===== config.mk =====
export PLATFORM = sky130hd
export DESIGN_NAME = pipe_mw_skid_flat
export DESIGN_NICKNAME = d
export VERILOG_FILES = /design/src/rtl/pipe_mw_skid_pkg.sv /design/src/rtl/pipe_mw_skid_if.sv /design/src/rtl/pipe_mw_skid_slot.sv /design/src/rtl/pipe_mw_skid.sv /design/src/flat_wrapper.sv
export SDC_FILE = /design/constraint.sdc
export NUM_CORES = 1
export LEC_CHECK = 0
export BUFFER_PORTS_ARGS = -buffer_cell sky130_fd_sc_hd__buf_2
export CORE_MARGIN = 4
export CORE_UTILIZATION = 29
export CTS_CLUSTER_SIZE = 30
export DETAILED_ROUTE_END_ITERATION = 10
export PLACE_DENSITY = 0.59
export SYNTH_ARGS = -nofsm -noshare
export SYNTH_HDL_FRONTEND = slang
export SYNTH_SLANG_ARGS = --single-unit

===== constraint.sdc =====
create_clock -name clock -period 2.5 [get_ports clock]
set_clock_uncertainty 0.2 [all_clocks]
set_input_delay 0.25 -clock clock [delete_from_list [all_inputs] [get_ports clock]]
set_output_delay 0.25 -clock clock [all_outputs]
set_load 0.05 [all_outputs]

===== src/rtl/pipe_mw_skid_pkg.sv =====
// Shared definitions for the MEM->WB stage register: default widths,
// handshake state encoding and the payload bundle layout.
package pipe_pkg;

  localparam int PIPE_DATA_W = 32;
  localparam int PIPE_RN_W   = 5;

  // The encoding doubles as the occupancy count (0, 1, 2).
  typedef enum logic [1:0] {
    ST_EMPTY = 2'b00,
    ST_BUSY  = 2'b01,
    ST_FULL  = 2'b10
  } skid_state_e;

  // Payload bundle at the default widths; field order matches the packed
  // vector used inside the stage: {wreg, m2reg, mo, alu, rn}.
  typedef struct packed {
    logic                   wreg;
    logic                   m2reg;
    logic [PIPE_DATA_W-1:0] mo;
    logic [PIPE_DATA_W-1:0] alu;
    logic [PIPE_RN_W-1:0]   rn;
  } pipe_payload_t;

  // Number of held entries for a given handshake state.
  function automatic logic [1:0] occ_of(skid_state_e s);
    logic [1:0] occ;
    case (s)
      ST_BUSY: occ = 2'd1;
      ST_FULL: occ = 2'd2;
      default: occ = 2'd0;
    endcase
    return occ;
  endfunction

endpackage


===== src/rtl/pipe_mw_skid_if.sv =====
// Handshake and payload bundle between MEM (upstream) and WB (downstream).
// slave = the stage register itself, master = whoever drives it.
interface pipe_mw_skid_if #(
  parameter int DATA_W = 32,
  parameter int RN_W   = 5
);
  logic              flush;
  logic              in_valid;
  logic              in_ready;
  logic              in_wreg;
  logic              in_m2reg;
  logic [DATA_W-1:0] in_mo;
  logic [DATA_W-1:0] in_alu;
  logic [RN_W-1:0]   in_rn;
  logic              out_valid;
  logic              out_ready;
  logic              out_wreg;
  logic              out_m2reg;
  logic [DATA_W-1:0] out_mo;
  logic [DATA_W-1:0] out_alu;
  logic [RN_W-1:0]   out_rn;
  logic [1:0]        occupancy;

  modport slave (
    input  flush, in_valid, in_wreg, in_m2reg, in_mo, in_alu, in_rn, out_ready,
    output in_ready, out_valid, out_wreg, out_m2reg, out_mo, out_alu, out_rn,
           occupancy
  );

  modport master (
    output flush, in_valid, in_wreg, in_m2reg, in_mo, in_alu, in_rn, out_ready,
    input  in_ready, out_valid, out_wreg, out_m2reg, out_mo, out_alu, out_rn,
           occupancy
  );
endinterface


===== src/rtl/pipe_mw_skid_slot.sv =====
// One payload slot: loads on ld_i, zeroes on clr_i (clear wins), and
// resets asynchronously to zero so an empty slot never carries stale data.
module pipe_mw_slot #(
  parameter int W = 8
) (
  input  logic         clk_i,
  input  logic         rst_ni,
  input  logic         ld_i,
  input  logic         clr_i,
  input  logic [W-1:0] d_i,
  output logic [W-1:0] q_o
);
  logic [W-1:0] data_q;

  // Payload register: clear has priority over load.
  always_ff @(posedge clk_i or negedge rst_ni) begin
    if (!rst_ni) begin
      data_q <= '0;
    end else if (clr_i) begin
      data_q <= '0;
    end else if (ld_i) begin
      data_q <= d_i;
    end
  end

  assign q_o = data_q;
endmodule


===== src/rtl/pipe_mw_skid.sv =====
// MEM->WB stage register with valid/ready flow control and flush.
// SKID=1: main + skid slot, registered in_ready (no comb path from out_ready).
// SKID=0: single slot, in_ready = out_ready | ~out_valid.
module pipe_mw_skid
  import pipe_pkg::*;
#(
  parameter int DATA_W = PIPE_DATA_W,
  parameter int RN_W   = PIPE_RN_W,
  parameter int SKID   = 1
) (
  input  logic           clock,
  input  logic           resetn,
  pipe_mw_skid_if.slave  bus
);
  localparam int PW = 2 + 2 * DATA_W + RN_W;

  skid_state_e   state_q, state_d;
  logic          in_ready, out_valid;
  logic          in_xfer, out_xfer;
  logic          main_ld, main_clr, main_from_skid;
  logic          skid_ld, skid_clr;
  logic [PW-1:0] in_pld, main_d, main_q, skid_q;

  assign in_pld    = {bus.in_wreg, bus.in_m2reg, bus.in_mo, bus.in_alu, bus.in_rn};
  assign out_valid = (state_q != ST_EMPTY);
  assign in_xfer   = bus.in_valid & in_ready;
  assign out_xfer  = out_valid & bus.out_ready;

  // Next state and slot controls; flush overrides every transfer.
  always_comb begin
    state_d        = state_q;
    main_ld        = 1'b0;
    main_clr       = 1'b0;
    main_from_skid = 1'b0;
    skid_ld        = 1'b0;
    skid_clr       = 1'b0;
    if (bus.flush) begin
      state_d  = ST_EMPTY;
      main_clr = 1'b1;
      skid_clr = 1'b1;
    end else begin
      case (state_q)
        ST_EMPTY: begin
          if (in_xfer) begin
            state_d = ST_BUSY;
            main_ld = 1'b1;
          end
        end
        ST_BUSY: begin
          if (in_xfer && out_xfer) begin
            main_ld = 1'b1;
          end else if (in_xfer && (SKID != 0)) begin
            state_d = ST_FULL;
            skid_ld = 1'b1;
          end else if (out_xfer) begin
            state_d  = ST_EMPTY;
            main_clr = 1'b1;
          end
        end
        ST_FULL: begin
          if (out_xfer) begin
            state_d        = ST_BUSY;
            main_ld        = 1'b1;
            main_from_skid = 1'b1;
            skid_clr       = 1'b1;
          end
        end
        default: begin
          state_d  = ST_EMPTY;
          main_clr = 1'b1;
          skid_clr = 1'b1;
        end
      endcase
    end
  end

  // Handshake state register.
  always_ff @(posedge clock or negedge resetn) begin
    if (!resetn) begin
      state_q <= ST_EMPTY;
    end else begin
      state_q <= state_d;
    end
  end

  assign main_d = main_from_skid ? skid_q : in_pld;

  pipe_mw_slot #(.W(PW)) u_main (
    .clk_i  (clock),
    .rst_ni (resetn),
    .ld_i   (main_ld),
    .clr_i  (main_clr),
    .d_i    (main_d),
    .q_o    (main_q)
  );

  if (SKID != 0) begin : g_skid
    logic in_ready_q;

    pipe_mw_slot #(.W(PW)) u_skid (
      .clk_i  (clock),
      .rst_ni (resetn),
      .ld_i   (skid_ld),
      .clr_i  (skid_clr),
      .d_i    (in_pld),
      .q_o    (skid_q)
    );

    // Registered ready: accept next cycle unless the stage is about to be full.
    always_ff @(posedge clock or negedge resetn) begin
      if (!resetn) begin
        in_ready_q <= 1'b1;
      end else begin
        in_ready_q <= (state_d != ST_FULL);
      end
    end

    assign in_ready = in_ready_q;
  end else begin : g_noskid
    logic unused_skid;

    assign skid_q      = '0;
    assign in_ready    = bus.out_ready | ~out_valid;
    assign unused_skid = skid_ld | skid_clr;
  end

  assign bus.in_ready  = in_ready;
  assign bus.out_valid = out_valid;
  assign bus.occupancy = occ_of(state_q);
  assign {bus.out_wreg, bus.out_m2reg, bus.out_mo, bus.out_alu, bus.out_rn} = main_q;
endmodule


===== src/flat_wrapper.sv =====
// flat-port wrapper written by rule: the top's interface ports become plain ports
module pipe_mw_skid_flat import pipe_pkg::*;
#(
  parameter int DATA_W = PIPE_DATA_W,
  parameter int RN_W   = PIPE_RN_W,
  parameter int SKID   = 1
)
  (clock, resetn, bus_flush, bus_in_valid, bus_in_wreg, bus_in_m2reg, bus_in_mo, bus_in_alu, bus_in_rn, bus_out_ready, bus_in_ready, bus_out_valid, bus_out_wreg, bus_out_m2reg, bus_out_mo, bus_out_alu, bus_out_rn, bus_occupancy);
  pipe_mw_skid_if #(.DATA_W(DATA_W), .RN_W(RN_W)) bus_i ();
  input  logic clock;
  input  logic resetn;
  input wire logic [$bits(bus_i.flush)-1:0] bus_flush;
  input wire logic [$bits(bus_i.in_valid)-1:0] bus_in_valid;
  input wire logic [$bits(bus_i.in_wreg)-1:0] bus_in_wreg;
  input wire logic [$bits(bus_i.in_m2reg)-1:0] bus_in_m2reg;
  input wire logic [$bits(bus_i.in_mo)-1:0] bus_in_mo;
  input wire logic [$bits(bus_i.in_alu)-1:0] bus_in_alu;
  input wire logic [$bits(bus_i.in_rn)-1:0] bus_in_rn;
  input wire logic [$bits(bus_i.out_ready)-1:0] bus_out_ready;
  output wire logic [$bits(bus_i.in_ready)-1:0] bus_in_ready;
  output wire logic [$bits(bus_i.out_valid)-1:0] bus_out_valid;
  output wire logic [$bits(bus_i.out_wreg)-1:0] bus_out_wreg;
  output wire logic [$bits(bus_i.out_m2reg)-1:0] bus_out_m2reg;
  output wire logic [$bits(bus_i.out_mo)-1:0] bus_out_mo;
  output wire logic [$bits(bus_i.out_alu)-1:0] bus_out_alu;
  output wire logic [$bits(bus_i.out_rn)-1:0] bus_out_rn;
  output wire logic [$bits(bus_i.occupancy)-1:0] bus_occupancy;
  assign bus_i.flush = bus_flush;
  assign bus_i.in_valid = bus_in_valid;
  assign bus_i.in_wreg = bus_in_wreg;
  assign bus_i.in_m2reg = bus_in_m2reg;
  assign bus_i.in_mo = bus_in_mo;
  assign bus_i.in_alu = bus_in_alu;
  assign bus_i.in_rn = bus_in_rn;
  assign bus_i.out_ready = bus_out_ready;
  assign bus_in_ready = bus_i.in_ready;
  assign bus_out_valid = bus_i.out_valid;
  assign bus_out_wreg = bus_i.out_wreg;
  assign bus_out_m2reg = bus_i.out_m2reg;
  assign bus_out_mo = bus_i.out_mo;
  assign bus_out_alu = bus_i.out_alu;
  assign bus_out_rn = bus_i.out_rn;
  assign bus_occupancy = bus_i.occupancy;
  pipe_mw_skid #(.DATA_W(DATA_W), .RN_W(RN_W), .SKID(SKID)) u_core (.clock(clock), .resetn(resetn), .bus(bus_i));
endmodule

==> qor.txt, run 1 <==
Outcome -> finished clean
Endpoints failing setup -> 0
Compound-cell area share of the yosys netlist -> 24.5%
Synth Area in Adders -> 0%
Startpoint types -> flip-flop
Slew Limit Fails -> 0
Port Buf Inserts -> 150
Post-DR vias/cell -> 4.85
Die W -> 156 microns
CTS Buffer Depth -> 2
Setup crit end kind -> flip-flop
RSZ-0062 raised after global routing -> no
Proportion of layout cells with a drive suffix above 1 -> 36.8%
Mux contribution to synthesized area -> 11.4%
Logic gate share of total power -> 17.2%
Router iterations before antenna repair -> 4
Most frequent cells in the layout -> buf_2, dfrtp_1, dlygate4sd3_1
Min-delay src -> bus_out_ready
1st-iter DRT viols -> 141
Synth cell types -> 27
I/O pin count -> 151
Total CTS buffers -> 17
Effective utilization at floorplan -> 29.8%
Crit-path max FO -> 71
Non-filler cells, final -> 924
CP Launch Point -> u_core.state_q[0]$_DFF_PN0_
Crit path kind -> flip-flop to flip-flop
Arrival time worst endpoint -> 2.27 ns
Synthesis Warnings -> 0
CORE AREA -> 21300 sq um
Number of H-tree levels -> 4
Worst path cell trace -> or2_1 -> a21oi_4 -> buf_4 -> a22o_1
Synth area leader -> dfrtp_1
Leakage power total -> 3.94 nW
Post_cts resized -> 0
Net count after synthesis -> 499
Synth area leaders -> dfrtp_1, mux2i_1, a22o_1, o2bb2ai_2, o2bb2ai_1
Post-Synth Simple-Gate Area -> 1.30%
# nets final -> 712
Routed WL -> 15900 microns
Ant. Diodes -> 0
Endpoints failing hold -> 0
Hold Crit Class -> primary input to flip-flop
Required time of the worst setup path -> 2.64 ns
Root Buffer -> clkbuf_16
Synth Cell Area -> 6340 sq um
Pwr dens -> 721 nW/um^2
Global placement routability congestion -> 0.732
Vias in the first global route -> 4935
Final critical-path required period -> 2.13 ns
First-pass GRT wire length -> 26300 microns
Synthesized area per cell -> 15.0 sq um
Die H -> 156 microns
Rel. slew slack -> 42.8%
Grt ovf -> 0
Part of the power in registers -> 41.3%
CP top delay family -> buffers and inverters
Antenna violations before repair -> 0
CTS Sinks -> 145
Slowest CP cell -> buf_4
Largest net degree at the start of global routing -> 72
TritonCTS clock tree -> done
Crit-path max cell delay -> 0.67 ns
Reg2reg start -> u_core.state_q[0]$_DFF_PN0_
Reg2reg setup slack -> 0.37 ns
Post-synth top area share -> 56.8%
Area grow syn2layout -> 35.6%
Largest family of logic cells by synthesized area -> compound AO/OA/AOI/OAI gates
Mapped Cells -> 423
# rows -> 53
Period utilisation layout -> 85.0%
Max cap viols -> 0
Cell Count Post-Placement -> 819
Int Power -> 4.31 mW
DR vias -> 4478
P_sw -> 1.89 mW
Yosys reg bits -> 145
Critical path buffer and inverter count -> 1
Core Util, Final -> 40.4%
Die area -> 24300 sq um
CTS clk-pin slew, worst paths -> 0.06 ns
Commonest non-fill, non-tap cell in the layout -> buf_2
Sw frac -> 30.4%
Post-CTS Setup Bufs -> 0
Drc violations -> 0
Final TNS setup -> 0 ns
Worst-Skew Late Latency -> 0.40 ns
Final HPWL DP -> 9820 microns
Clk pwr share -> 41.5%
Wire per inst -> 17.2 microns
ANT nets after route -> 0
GRT Overall Usage -> 13.5%
Fmax -> 0.471 GHz
IR drop worst, VDD -> 360 uV
Area share of xor/xnor cells in the synthesized design -> 0%
Seq/Total Area, Yosys -> 57.2%
Worst-margin pin slew -> 0.858 ns
-- through the flow --
| step | setup WS, ns | cell area, sq um | hold slack (ns) | power (mW) |
|---|---|---|---|---|
| finish | 0.375 | 8600 | 0.110 | 6.20 |
| global route | 0.254 | 8600 | 0.117 | 6.47 |
| CTS | 0.385 | 8600 | 0.0790 | 6.29 |
| detailed placement | 0.401 | 7270 | -0.00909 | 3.59 |
| global placement | 0.453 | 7270 | -0.0157 | 3.57 |
| floorplan | 0.358 | 6340 | -0.246 | 3.28 |
-- synth_stat cells --
| cell | count |
|---|---|
| o2bb2ai_2 | 40 |
| o21ai_0 | 1 |
| and3b_1 | 1 |
| a21oi_1 | 1 |
| dfrtp_1 | 144 |
| buf_6 | 22 |
| nor3_2 | 1 |
| buf_4 | 5 |
| dfstp_2 | 1 |
| o2bb2ai_1 | 31 |
| nand2_1 | 2 |
| buf_2 | 12 |
| mux2i_1 | 72 |
| inv_1 | 2 |
| a21boi_0 | 1 |
| o22a_1 | 1 |
| nor2_1 | 3 |
| nor2b_1 | 2 |
| a21o_1 | 1 |
| a22o_1 | 72 |
| nor3b_1 | 1 |
| o21bai_1 | 1 |
| or2_0 | 1 |
| clkbuf_1 | 1 |
| nand2b_1 | 1 |
| or2_1 | 2 |
| a21oi_2 | 1 |
-- final cells by class --
cell class / instances / area (sq um)
clock buffer: 17 / 425
clock inverter: 15 / 171
fill: 1955 / 12700
inverter: 2 / 7.51
multi-input combinational: 236 / 2390
sequential: 145 / 3630
tap: 275 / 344
timing repair buffer: 234 / 1630
-- sequential cells by signal, indices dropped and copies added (netlist names) --
name	cells
u_core.u_main.q_o	71
u_core.state_q	2
u_core.bus.in_ready	1
u_core.g_skid.u_skid.q_o	71
-- per-layer routing --
layer  part of all wire [%]  routed length, microns  global-route usage [%]
met1                     45                    7230                    17.1
met5                      0                       0                       0
met3                    4.6                     738                    3.69
met2                     48                    7710                    22.5
met4                    1.4                     223                    4.29
-- path summary, 6_finish.rpt --
check | end | cells past startpoint
max | u_core.g_skid.u_skid.q_o[62]$_DFFE_PN0P_ | 4
max reg2reg | u_core.g_skid.u_skid.q_o[62]$_DFFE_PN0P_ | 4
min reg2reg | u_core.u_main.q_o[65]$_DFFE_PN0P_ | 1
min in group asynchronous | u_core.u_main.q_o[27]$_DFFE_PN0P_ | 2
min | u_core.state_q[1]$_DFF_PN0_ | 3
max in group asynchronous | u_core.g_skid.u_skid.q_o[63]$_DFFE_PN0P_ | 3
-- worst register-to-register path: cells and delay by family (launching register included) --
family,cells,cell delay [ns]
buffers and inverters,1,0.67
flip-flops,1,0.44
AND/OR/NAND/NOR,1,0.29
AO/OA/AOI/OAI,2,0.46
-- power by group through the flow --
stage	combinational (mW)	sequential (mW)	clock, mW
2_1_floorplan	0.341	2.94	0
6_report	1.06	2.56	2.58
3_5_place_dp	0.987	2.60	0
5_1_grt	1.14	2.57	2.76
3_3_place_gp	0.969	2.60	0
4_1_cts	1.08	2.56	2.65
-- what timing repair did --
action                                 4_1_cts  5_1_grt
endpoints found under the hold margin      250        0
setup endpoints to repair                    0        0
hold buffers                                73        0
-- cells by family after synthesis --
family	after synthesis
simple gates	14
buf+inv	42
flops	145
compound gates	150
mux	72
Note: power is estimated with default switching activity, not from simulation.
==> inputs of run 2 (changes only) <==
CORE_MARGIN = unset   (was 4)
clock period = 2.2 ns   (was 2.5 ns; I/O delays follow)
==> run 2 against run 1 <==
Effect of this change:
- setup slack got worse by 0.23 ns
- global-route usage increased by 1.7 points
- die area decreased by 7.5%
- hold slack got worse by 0.017 ns
- register-to-register slack got worse by 0.23 ns
- critical path depth increased by 1
- cell area increased by 1.9%
- combinational power increased by 18%
- core utilization increased by 0.91 points
- routed wire length increased by 4.7%
==> qor.txt, run 2 (synthesized netlist as in run 1, its figures left out) <==
Outcome -> finished clean
Rel. slew slack -> 64.5%
Router iterations before antenna repair -> 4
Post-DR vias/cell -> 4.96
Die H -> 150 microns
Drc violations -> 0
Pwr Total -> 7.12 mW
Startpoint types -> flip-flop
Final TNS setup -> 0 ns
Pwr dens -> 812 nW/um^2
Global placement routability congestion -> 0.731
Slew Limit Fails -> 0
Max cap viols -> 0
Die W -> 150 microns
Worst hold slack -> 0.0937 ns
Part of the power in registers -> 41.0%
Largest net degree at the start of global routing -> 55
P_sw -> 2.07 mW
ANT nets after route -> 0
Endpoints failing hold -> 0
Int Power -> 5.05 mW
I/O pin count -> 151
First-pass GRT wire length -> 26200 microns
Arrival time worst endpoint -> 2.20 ns
Crit path kind -> flip-flop to flip-flop
Root Buffer -> clkbuf_16
Most frequent cells in the layout -> buf_2, dfrtp_1, dlygate4sd3_1
Worst setup margin -> 0.145 ns
Commonest non-fill, non-tap cell in the layout -> buf_2
Required time of the worst setup path -> 2.34 ns
Met3 Use GR -> 3.78%
Worst-Skew Late Latency -> 0.41 ns
Hold Crit Class -> primary input to flip-flop
CTS clk-pin slew, worst paths -> 0.06 ns
GR Util met1 -> 19.4%
RSZ-0062 raised after global routing -> no
Logic gate share of total power -> 17.5%
TritonCTS clock tree -> done
GRT Overall Usage -> 15.2%
Cell Count Post-Placement -> 825
CORE AREA -> 21200 sq um
Sw frac -> 29.1%
# nets final -> 719
Vias in the first global route -> 4862
Core Util, Final -> 41.3%
Post-CTS Setup Bufs -> 0
Leakage power total -> 4.03 nW
CTS Buffer Depth -> 2
Total CTS buffers -> 17
GRT busiest layer -> met2
Clk pwr share -> 41.5%
Antenna violations before repair -> 2
Crit-path max FO -> 34
Final Instance Area -> 8770 sq um
Area grow syn2layout -> 38.3%
Endpoints failing setup -> 0
DR vias -> 4624
1st-iter DRT viols -> 137
R2R cell count -> 5
Final critical-path required period -> 2.05 ns
Final HPWL DP -> 10000 microns
Port Buf Inserts -> 150
Hold path depth -> 3
CTS Sinks -> 145
Proportion of layout cells with a drive suffix above 1 -> 37.2%
Fmax -> 0.487 GHz
Wire per inst -> 17.8 microns
Effective utilization at floorplan -> 29.9%
Grt ovf -> 0
Pre-CTS worst setup slack -> 0.107 ns
Worst-margin pin slew -> 0.532 ns
IR drop worst, VDD -> 404 uV
Routed WL -> 16600 microns
Non-filler cells, final -> 933
Number of H-tree levels -> 4
Die area -> 22500 sq um
Met2 Use GR -> 24.6%
# rows -> 53
Area post-placement -> 7410 sq um
Setup crit end kind -> flip-flop
Period utilisation layout -> 93.4%
==> run 2: changes by cell type in the layout (fill, tap and decap cells not counted), moves of 2 or more <==
cell	delta
clkbuf_1	+2
diode_2	+2
clkinv_2	+3
clkinv_4	+2
buf_12	+6
clkinvlp_4	-3
inv_6	-5
==> run 2: power groups by stage <==
stage / sequential, mW / combinational (mW) / clock (mW)
CTS: 2.91 / 1.26 / 3.06
finish: 2.92 / 1.25 / 2.95
global placement: 2.95 / 1.13 / 0
global route: 2.93 / 1.32 / 3.20
floorplan: 3.34 / 0.387 / 0
detailed placement: 2.96 / 1.15 / 0
==> run 2: metal layers <==
| metal | up-vias | wire length [microns] |
|---|---|---|
| met4 | 0 | 269 |
| met1 | 2371 | 7610 |
| met3 | 19 | 811 |
| li1 | 2087 | - |
| met2 | 147 | 7950 |
| met5 | - | 0 |
==> run 2: final cells by class <==
class | instances | area [sq um]
Multi-Input combinational cell | 236 | 2400
Inverter | 2 | 7.51
Tap cell | 275 | 344
Clock buffer | 20 | 447
Antenna cell | 2 | 5.00
Sequential cell | 145 | 3630
Clock inverter | 12 | 156
Fill cell | 1998 | 12500
Timing Repair Buffer | 241 | 1780
==> run 2: what timing repair did <==
action	4_1_cts	5_1_grt
endpoints found under the setup margin	0	3
endpoints found under the hold margin	195	0
hold buffers	73	0
gates resized for setup	0	2
==> run 2: critical path, stage by stage (launching register included) <==
cell	delay [ns]
dfrtp_1	0.44
and3b_1	0.23
a21oi_1	0.22
a22o_4	0.48
buf_4	0.28
o2bb2ai_2	0.11
==> run 2: worst paths after layout <==
check / endpoint / start / slack, ns
max in group asynchronous: u_core.g_skid.u_skid.q_o[53]$_DFFE_PN0P_ / resetn / 0.97
min in group asynchronous: u_core.g_skid.u_skid.q_o[24]$_DFFE_PN0P_ / resetn / 0.14
max: u_core.u_main.q_o[21]$_DFFE_PN0P_ / u_core.state_q[1]$_DFF_PN0_ / 0.15
min reg2reg: u_core.u_main.q_o[53]$_DFFE_PN0P_ / u_core.u_main.q_o[53]$_DFFE_PN0P_ / 0.29
min: u_core.state_q[1]$_DFF_PN0_ / bus_out_ready / 0.09
max reg2reg: u_core.u_main.q_o[21]$_DFFE_PN0P_ / u_core.state_q[1]$_DFF_PN0_ / 0.15
